==> src/rtl/alu_op_sequencer.sv <==
// alu_op_sequencer: debounces the three operation keys, queues presses,
// grants them one at a time by fixed priority, drives the board ALU with
// latched switch operands and captures its result and flags for display.
module alu_op_sequencer #(
    parameter int DEBOUNCE_CYCLES = 16,
    parameter int ALU_LAT         = 1
) (
    input  logic        clk,
    input  logic        rst,
    input  logic [16:0] sw,
    input  logic [3:1]  key_n,
    output logic [31:0] alu_a,
    output logic [31:0] alu_b,
    output logic        alu_unsig,
    output logic [2:0]  alu_op,
    input  logic [31:0] alu_result,
    input  logic        alu_overflow,
    input  logic        alu_compout,
    output logic [31:0] result,
    output logic        overflow_led,
    output logic        comp_flag,
    output logic        result_valid,
    output logic        busy,
    output logic [7:0]  op_count
);

    localparam int CW = (DEBOUNCE_CYCLES > 2) ? $clog2(DEBOUNCE_CYCLES) : 1;
    localparam int WW = (ALU_LAT > 1) ? $clog2(ALU_LAT) : 1;
    localparam logic [CW-1:0] CNT_MAX   = CW'(DEBOUNCE_CYCLES - 1);
    localparam logic [WW-1:0] WAIT_LAST = WW'(ALU_LAT - 1);

    localparam logic [1:0] S_IDLE    = 2'd0;
    localparam logic [1:0] S_ISSUE   = 2'd1;
    localparam logic [1:0] S_WAIT    = 2'd2;
    localparam logic [1:0] S_CAPTURE = 2'd3;

    logic [2:0]    sync_meta;
    logic [2:0]    raw;
    logic [2:0]    raw_prev;
    logic [CW-1:0] deb_cnt;
    logic [2:0]    deb;
    logic [2:0]    deb_prev;
    logic [2:0]    press;
    logic [2:0]    pending;
    logic [2:0]    grant;
    logic [1:0]    state;
    logic [WW-1:0] wait_cnt;
    logic [7:0]    a_q;
    logic [7:0]    b_q;

    // Two-flop synchronizer; keys are inverted on entry so raw is active-high
    always_ff @(posedge clk or posedge rst) begin
        if (rst) begin
            sync_meta <= 3'b000;
            raw       <= 3'b000;
        end else begin
            sync_meta <= ~key_n;
            raw       <= sync_meta;
        end
    end

    // Shared debounce counter: any change restarts it, deb follows raw once stable long enough
    always_ff @(posedge clk or posedge rst) begin
        if (rst) begin
            raw_prev <= 3'b000;
            deb_cnt  <= '0;
            deb      <= 3'b000;
            deb_prev <= 3'b000;
        end else begin
            raw_prev <= raw;
            deb_prev <= deb;
            if (raw != raw_prev) begin
                deb_cnt <= '0;
            end else if (deb_cnt != CNT_MAX) begin
                deb_cnt <= deb_cnt + 1'b1;
            end
            if ((raw == raw_prev) && (deb_cnt == CNT_MAX)) begin
                deb <= raw;
            end
        end
    end

    assign press = deb & ~deb_prev;

    // Fixed-priority grant, KEY[1] first; only offered while idle
    always_comb begin
        grant = 3'b000;
        if (state == S_IDLE) begin
            if (pending[0]) begin
                grant = 3'b001;
            end else if (pending[1]) begin
                grant = 3'b010;
            end else if (pending[2]) begin
                grant = 3'b100;
            end
        end
    end

    // Sticky request flags; a new press wins over a same-cycle grant clear
    always_ff @(posedge clk or posedge rst) begin
        if (rst) begin
            pending <= 3'b000;
        end else begin
            pending <= (pending & ~grant) | press;
        end
    end

    // Operation sequencer: latch operands, wait out the ALU, capture its outputs
    always_ff @(posedge clk or posedge rst) begin
        if (rst) begin
            state        <= S_IDLE;
            wait_cnt     <= '0;
            a_q          <= 8'h00;
            b_q          <= 8'h00;
            alu_unsig    <= 1'b0;
            alu_op       <= 3'b000;
            result       <= 32'h0;
            overflow_led <= 1'b0;
            comp_flag    <= 1'b0;
            result_valid <= 1'b0;
            op_count     <= 8'h00;
        end else begin
            case (state)
                S_IDLE: begin
                    if (grant != 3'b000) begin
                        a_q       <= sw[7:0];
                        b_q       <= sw[15:8];
                        alu_unsig <= sw[16];
                        alu_op    <= grant;
                        state     <= S_ISSUE;
                    end
                end
                S_ISSUE: begin
                    result_valid <= 1'b0;
                    wait_cnt     <= '0;
                    state        <= S_WAIT;
                end
                S_WAIT: begin
                    if (wait_cnt == WAIT_LAST) begin
                        state <= S_CAPTURE;
                    end else begin
                        wait_cnt <= wait_cnt + 1'b1;
                    end
                end
                S_CAPTURE: begin
                    result       <= alu_result;
                    overflow_led <= alu_overflow;
                    comp_flag    <= alu_compout;
                    result_valid <= 1'b1;
                    op_count     <= op_count + 8'd1;
                    alu_op       <= 3'b000;
                    state        <= S_IDLE;
                end
                default: begin
                    state <= S_IDLE;
                end
            endcase
        end
    end

    assign alu_a = {a_q, 24'h000000};
    assign alu_b = {b_q, 24'h000000};
    assign busy  = (state != S_IDLE);

endmodule
==> config.mk <==
export PLATFORM = sky130hd
export DESIGN_NAME = alu_op_sequencer
export DESIGN_NICKNAME = d
export VERILOG_FILES = /design/src/rtl/alu_op_sequencer.sv
export SDC_FILE = /design/constraint.sdc
export NUM_CORES = 1
export LEC_CHECK = 0
export CAP_MARGIN = 20
export CORE_MARGIN = 5
export CORE_UTILIZATION = 38
export CTS_CLUSTER_DIAMETER = 200
export DETAILED_ROUTE_END_ITERATION = 12
export PLACE_DENSITY = 0.83
export SYNTH_ARGS = -nofsm -noshare
export SYNTH_HDL_FRONTEND = slang
export SYNTH_SLANG_ARGS = --single-unit
export TNS_END_PERCENT = 30
==> constraint.sdc <==
create_clock -name clk -period 3.3 [get_ports clk]
set_input_delay 0.99 -clock clk [delete_from_list [all_inputs] [get_ports clk]]
set_output_delay 0.99 -clock clk [all_outputs]
set_load 0.02 [all_outputs]
# Word-level counts from Yosys, hierarchy flattened
# Index checks and enable logic that the tools add are counted.
[word_totals]
ff_bits = 88
latchBits = 0
ramBits = 0
mem_bits_ro = 0
input_bits = 56
elab_cells = 61
n_memories = 0
[classes]
n_addsub = 3
multipliers = 0
div = 0
order_cmp = 0
eq_ne = 9
n_shift = 0
mux = 14
bitwise = 6
reduce_logical = 11
[ops]
columns = ["cell", "n"]
rows = [
  ["3-bit 2-to-1 mux", 5],
  ["2-bit nonzero test", 5],
  ["3-bit inverter", 3],
  ["8-bit by 1-bit adder with 8-bit output (second input constant)", 1],
  ["4-bit 2-to-1 mux", 2],
  ["2-bit case mux with 4 select lines", 1],
  ["3-bit bitwise AND", 2],
  ["3-bit case mux with 2 select lines", 1],
  ["2-bit AND reduction", 3],
  ["4-bit by 1-bit adder with 4-bit output (second input constant)", 1],
  ["2-bit equality test (second input constant)", 2],
  ["4-bit equality test (second input constant)", 1],
  ["2-bit 2-to-1 mux", 2],
  ["4-bit != test (second input constant)", 1],
  ["1-bit case mux with 2 select lines", 2],
  ["3-bit equality test", 1],
  ["3-bit != test", 1],
  ["3-bit bitwise OR", 1],
  ["3-bit nonzero test", 1],
  ["2-bit by 1-bit equality test with 1-bit output (second input constant)", 1],
  ["2-bit logical NOT", 1],
  ["2-bit by 1-bit != test with 1-bit output (second input constant)", 1],
  ["2-bit != test (second input constant)", 1],
  ["1-bit adder (second input constant)", 1],
  ["2 further kinds", 2],
]

# Depth between registers and ports, before layout
[logic_depth]
word_depth = 7
ltp_mapped = 6

# Worst setup path after synthesis
# OpenSTA, ideal clock, no wires.
[synth_timing]
path_type = "flip-flop to output port"
from = "register state[0]"
to = "output port busy"
arrival_ps = 959
slack_ps = 1351
stages_incl_launch_ff = 5
path_buffers = 1
path_cell_list = "dfrtp_1 > inv_1 > ha_1 > buf_2 > inv_1"
[synth_between]
elab_chain_cells = 1
[synth_lines]
columns = ["element", "line", "source"]
rows = [
  ["from (decl)", "46", "logic [1:0] state;"],
  ["from (signal assigned)", "111", "state <= S_IDLE;"],
  ["from (signal assigned)", "130", "state <= S_ISSUE;"],
  ["from (signal assigned)", "136", "state <= S_WAIT;"],
  ["2-bit nonzero test", "163", "assign busy = (state != S_IDLE);"],
  ["to (decl)", "23", "output logic busy,"],
]
# No other way between the ends.

# Worst setup path after layout
# Ends and elaborated chain as after synthesis.

==> impl_metrics.py <==
metrics = {
    "floorplanning": {
        "die_h_microns": 109,
        "placementRows": 36,
        "io_pins": 168,
        "die_w_microns": 109,
        "dieArea_sq_mm": 0.0119,
        "design.core.area_sq_mm": 0.00968,
        "initial_core_util": 0.386,
    },
    "critical_path": {
        "rrSetupSlack_ns": 1.48,
        "crit_cells": 4,
        "crit_slowest_cell": "clkdlybuf4s50_1",
        "critPathMaxStageDelay_ns": 0.56,
        "critPathRequiredTime_ns": 2.31,
        "r2r_end": "b_q[1]$_DFFE_PP0P_",
        "path_buf_inv": 3,
        "path_class": "flip-flop to output pin",
        "worst_setup_path_start_kind": "flip-flop",
        "reg2reg_depth": 2,
        "end_kind": "output pin",
        "regToRegStartpoint": "pending[0]$_DFF_PP0_",
        "crit_chain": "inv_1 > ha_1 > inv_1 > clkdlybuf4s50_1",
        "crit_fanout": 9,
        "path_common_cell": "inv_1",
        "crit_family": "buffers and inverters",
        "cp.arrival_ns": 1.96,
    },
    "global_routing": {
        "grt_max_degree": 41,
        "antenna_found_initial": 0,
        "grt_first_pass_wirelength_microns": 11600,
        "first_global_vias": 2385,
        "grt_util_all_layers": 0.127,
        "gr-total-overflow": 0,
    },
    "finish": {
        "nNetsFinal": 463,
        "area_growth_pct": 36.0,
        "drive_above_1_share": 0.202,
        "n_antenna_cell": 0,
        "fin_cells": 538,
        "fill_cells": 827,
    },
    "yosys": {
        "netlist.area_leader.share": 0.583,
        "synth_common_cells": "87 x dfrtp_1, 56 x mux2_2, 48 x buf_4, 12 x inv_1, 8 x nand2_1",
        "synth.ff_latch_count": 87,
        "yosysMostFrequentCell": "dfrtp_1",
        "synth_area_leaders": "dfrtp_1 58%, mux2_2 17%, buf_4 9.7%",
        "avgSynthCellArea_sq_um": 13.6,
        "synth_top_cell_by_area": "dfrtp_1",
        "synth_edf_count": 0,
        "async_reset_ff_frac": 1.00,
        "ys_types": 30,
        "synth_top_flop_cell": "dfrtp_1",
        "synth_cells": 275,
        "ys.warnings.count": 0,
        "seq_area_frac_synth": 0.583,
        "synth_area_sq_mm": 0.00373,
    },
    "timing": {
        "slew_violations": 0,
        "fin_crit_sh": 0.893,
        "finalSetupViolations": 0,
        "tightest_slew_ns": 0.838,
        "slew_headroom": 0.441,
        "min_period_ns": 2.95,
        "rsz0062_at_grt": "false",
        "fmax_mhz": 339,
        "tns_ns": 0,
        "hold_violations": 0,
        "skew_ns": 0.00994,
    },
    "clock_tree": {
        "insertion_delay_ns": 0.35,
        "cts_buffer_depth": 2,
        "cts_max_level": 3,
        "cts_hold_buf": 0,
        "cts_tree": "built",
        "root_buffer": "clkbuf_8",
        "clock_sinks": 87,
        "clk_pin_slew_worst_paths_ns": 0.09,
        "cts_buffers": 9,
        "cts_resized": 0,
        "post-cts-setup-buffers": 0,
    },
    "placement": {
        "dpl.cell_count": 522,
        "gp_congestion": 0.720,
        "hpwlAfterDp_microns": 5670,
        "portBuffers": 119,
    },
    "pwr": {
        "p_leak_nw": 2.39,
        "power_density_mw_per_mm2": 402,
        "finalPower_w": 0.00204,
        "max-vdd-ir-drop_v": 0.000233,
    },
    "worst_hold_path": {
        "whs_endpoint": "raw[1]$_DFF_PP0_",
        "min_path_cells": 0,
        "hp-class": "flip-flop to flip-flop",
        "worstHoldStart": "sync_meta[1]$_DFF_PP0_",
    },
    "routing": {
        "ant_nets": 0,
        "drc": 0,
        "routed-via-count": 2336,
        "wirelength_microns": 7490,
        "vias_per_cell": 4.34,
        "drtIter0Drc": 97,
        "wl_per_cell_microns": 13.9,
        "drt-pass1-iter-count": 4,
    },
    "status": {
        "status": "finished clean",
    },
    "flow_run": {
        "maxCapViolCount": 0,
    },
}
state kept, by name, indices dropped and copies added (netlist names), 4 cells and up:
| signal | cells |
|---|---|
| a_q | 8 |
| result | 32 |
| b_q | 8 |
| deb_cnt | 4 |
| op_count | 8 |
layer usage:
metal	up-vias	part of all wire	global-route usage
met5	-	0	0
met4	0	0.014	0.0514
met3	10	0.11	0.0527
met2	98	0.49	0.204
met1	1155	0.38	0.151
li1	1073	-	-
placed cells by master, fill, tap and decap left out, types with 3 or more instances in the layout:
| cell | count |
|---|---|
| clkdlybuf4s50_1 | 119 |
| dfrtp_1 | 87 |
| mux2_2 | 56 |
| conb_1 | 48 |
| inv_1 | 11 |
| clkbuf_8 | 9 |
| nand2_1 | 8 |
| xor2_1 | 7 |
| nor2_1 | 7 |
| o21ai_0 | 6 |
| ha_1 | 6 |
| xnor2_1 | 4 |
| nor3_1 | 4 |
| clkinv_2 | 4 |
| a31oi_1 | 3 |
| buf_4 | 3 |
stage by stage:
| step | hold slack (ns) | area (sq um) | setup slack [ns] | utilization |
|---|---|---|---|---|
| detailed placement | 0.336 | 4900 | 0.706 | 0.506 |
| global placement | 0.335 | 4900 | 0.752 | 0.506 |
| floorplan | 0.331 | 3910 | 0.0598 | - |
| CTS | 0.357 | 5080 | 0.304 | 0.524 |
| global route | 0.361 | 5080 | 0.202 | 0.524 |
| finish | 0.356 | 5080 | 0.354 | 0.524 |
cells by family after synthesis:
family          after synthesis  synth area share
simple gates                 29            0.0446
compound gates               14            0.0258
buf+inv                      68             0.122
mux                          58             0.174
flops                        87             0.583
fa+ha+maj                     7            0.0235
other cells                   1           0.00100
xor+xnor                     11            0.0258
report_power, final:
part / internal (W) / switching, W
Sequential: 0.00109 / 0.0000140
Clock: 0.000274 / 0.000383
Combinational: 0.000127 / 0.000153
Total: 0.00149 / 0.000550
area by class of cell:
cell class                      count  area, sq um  share of cell area
Tap cell                          133          166              0.0328
Clock inverter                      7         48.8             0.00961
Timing Repair Buffer              123         1230               0.243
Clock buffer                        9          124              0.0244
Sequential cell                    87         2180               0.429
Multi-Input combinational cell    167         1280               0.252
Inverter                           12         46.3             0.00912
worst max path at each step:
stage	from	end	slack, ns
3_5_place_dp	state[0]$_DFFE_PP0P_	busy	0.71
5_1_grt	state[1]$_DFFE_PP0P_	busy	0.20
6_report	state[0]$_DFFE_PP0P_	busy	0.35
4_1_cts	state[1]$_DFFE_PP0P_	busy	0.30
3_3_place_gp	state[0]$_DFFE_PP0P_	busy	0.75
2_1_floorplan	rst	a_q[0]$_DFFE_PP0P_	0.06
No activity file was read; power rests on OpenSTA's default activity.
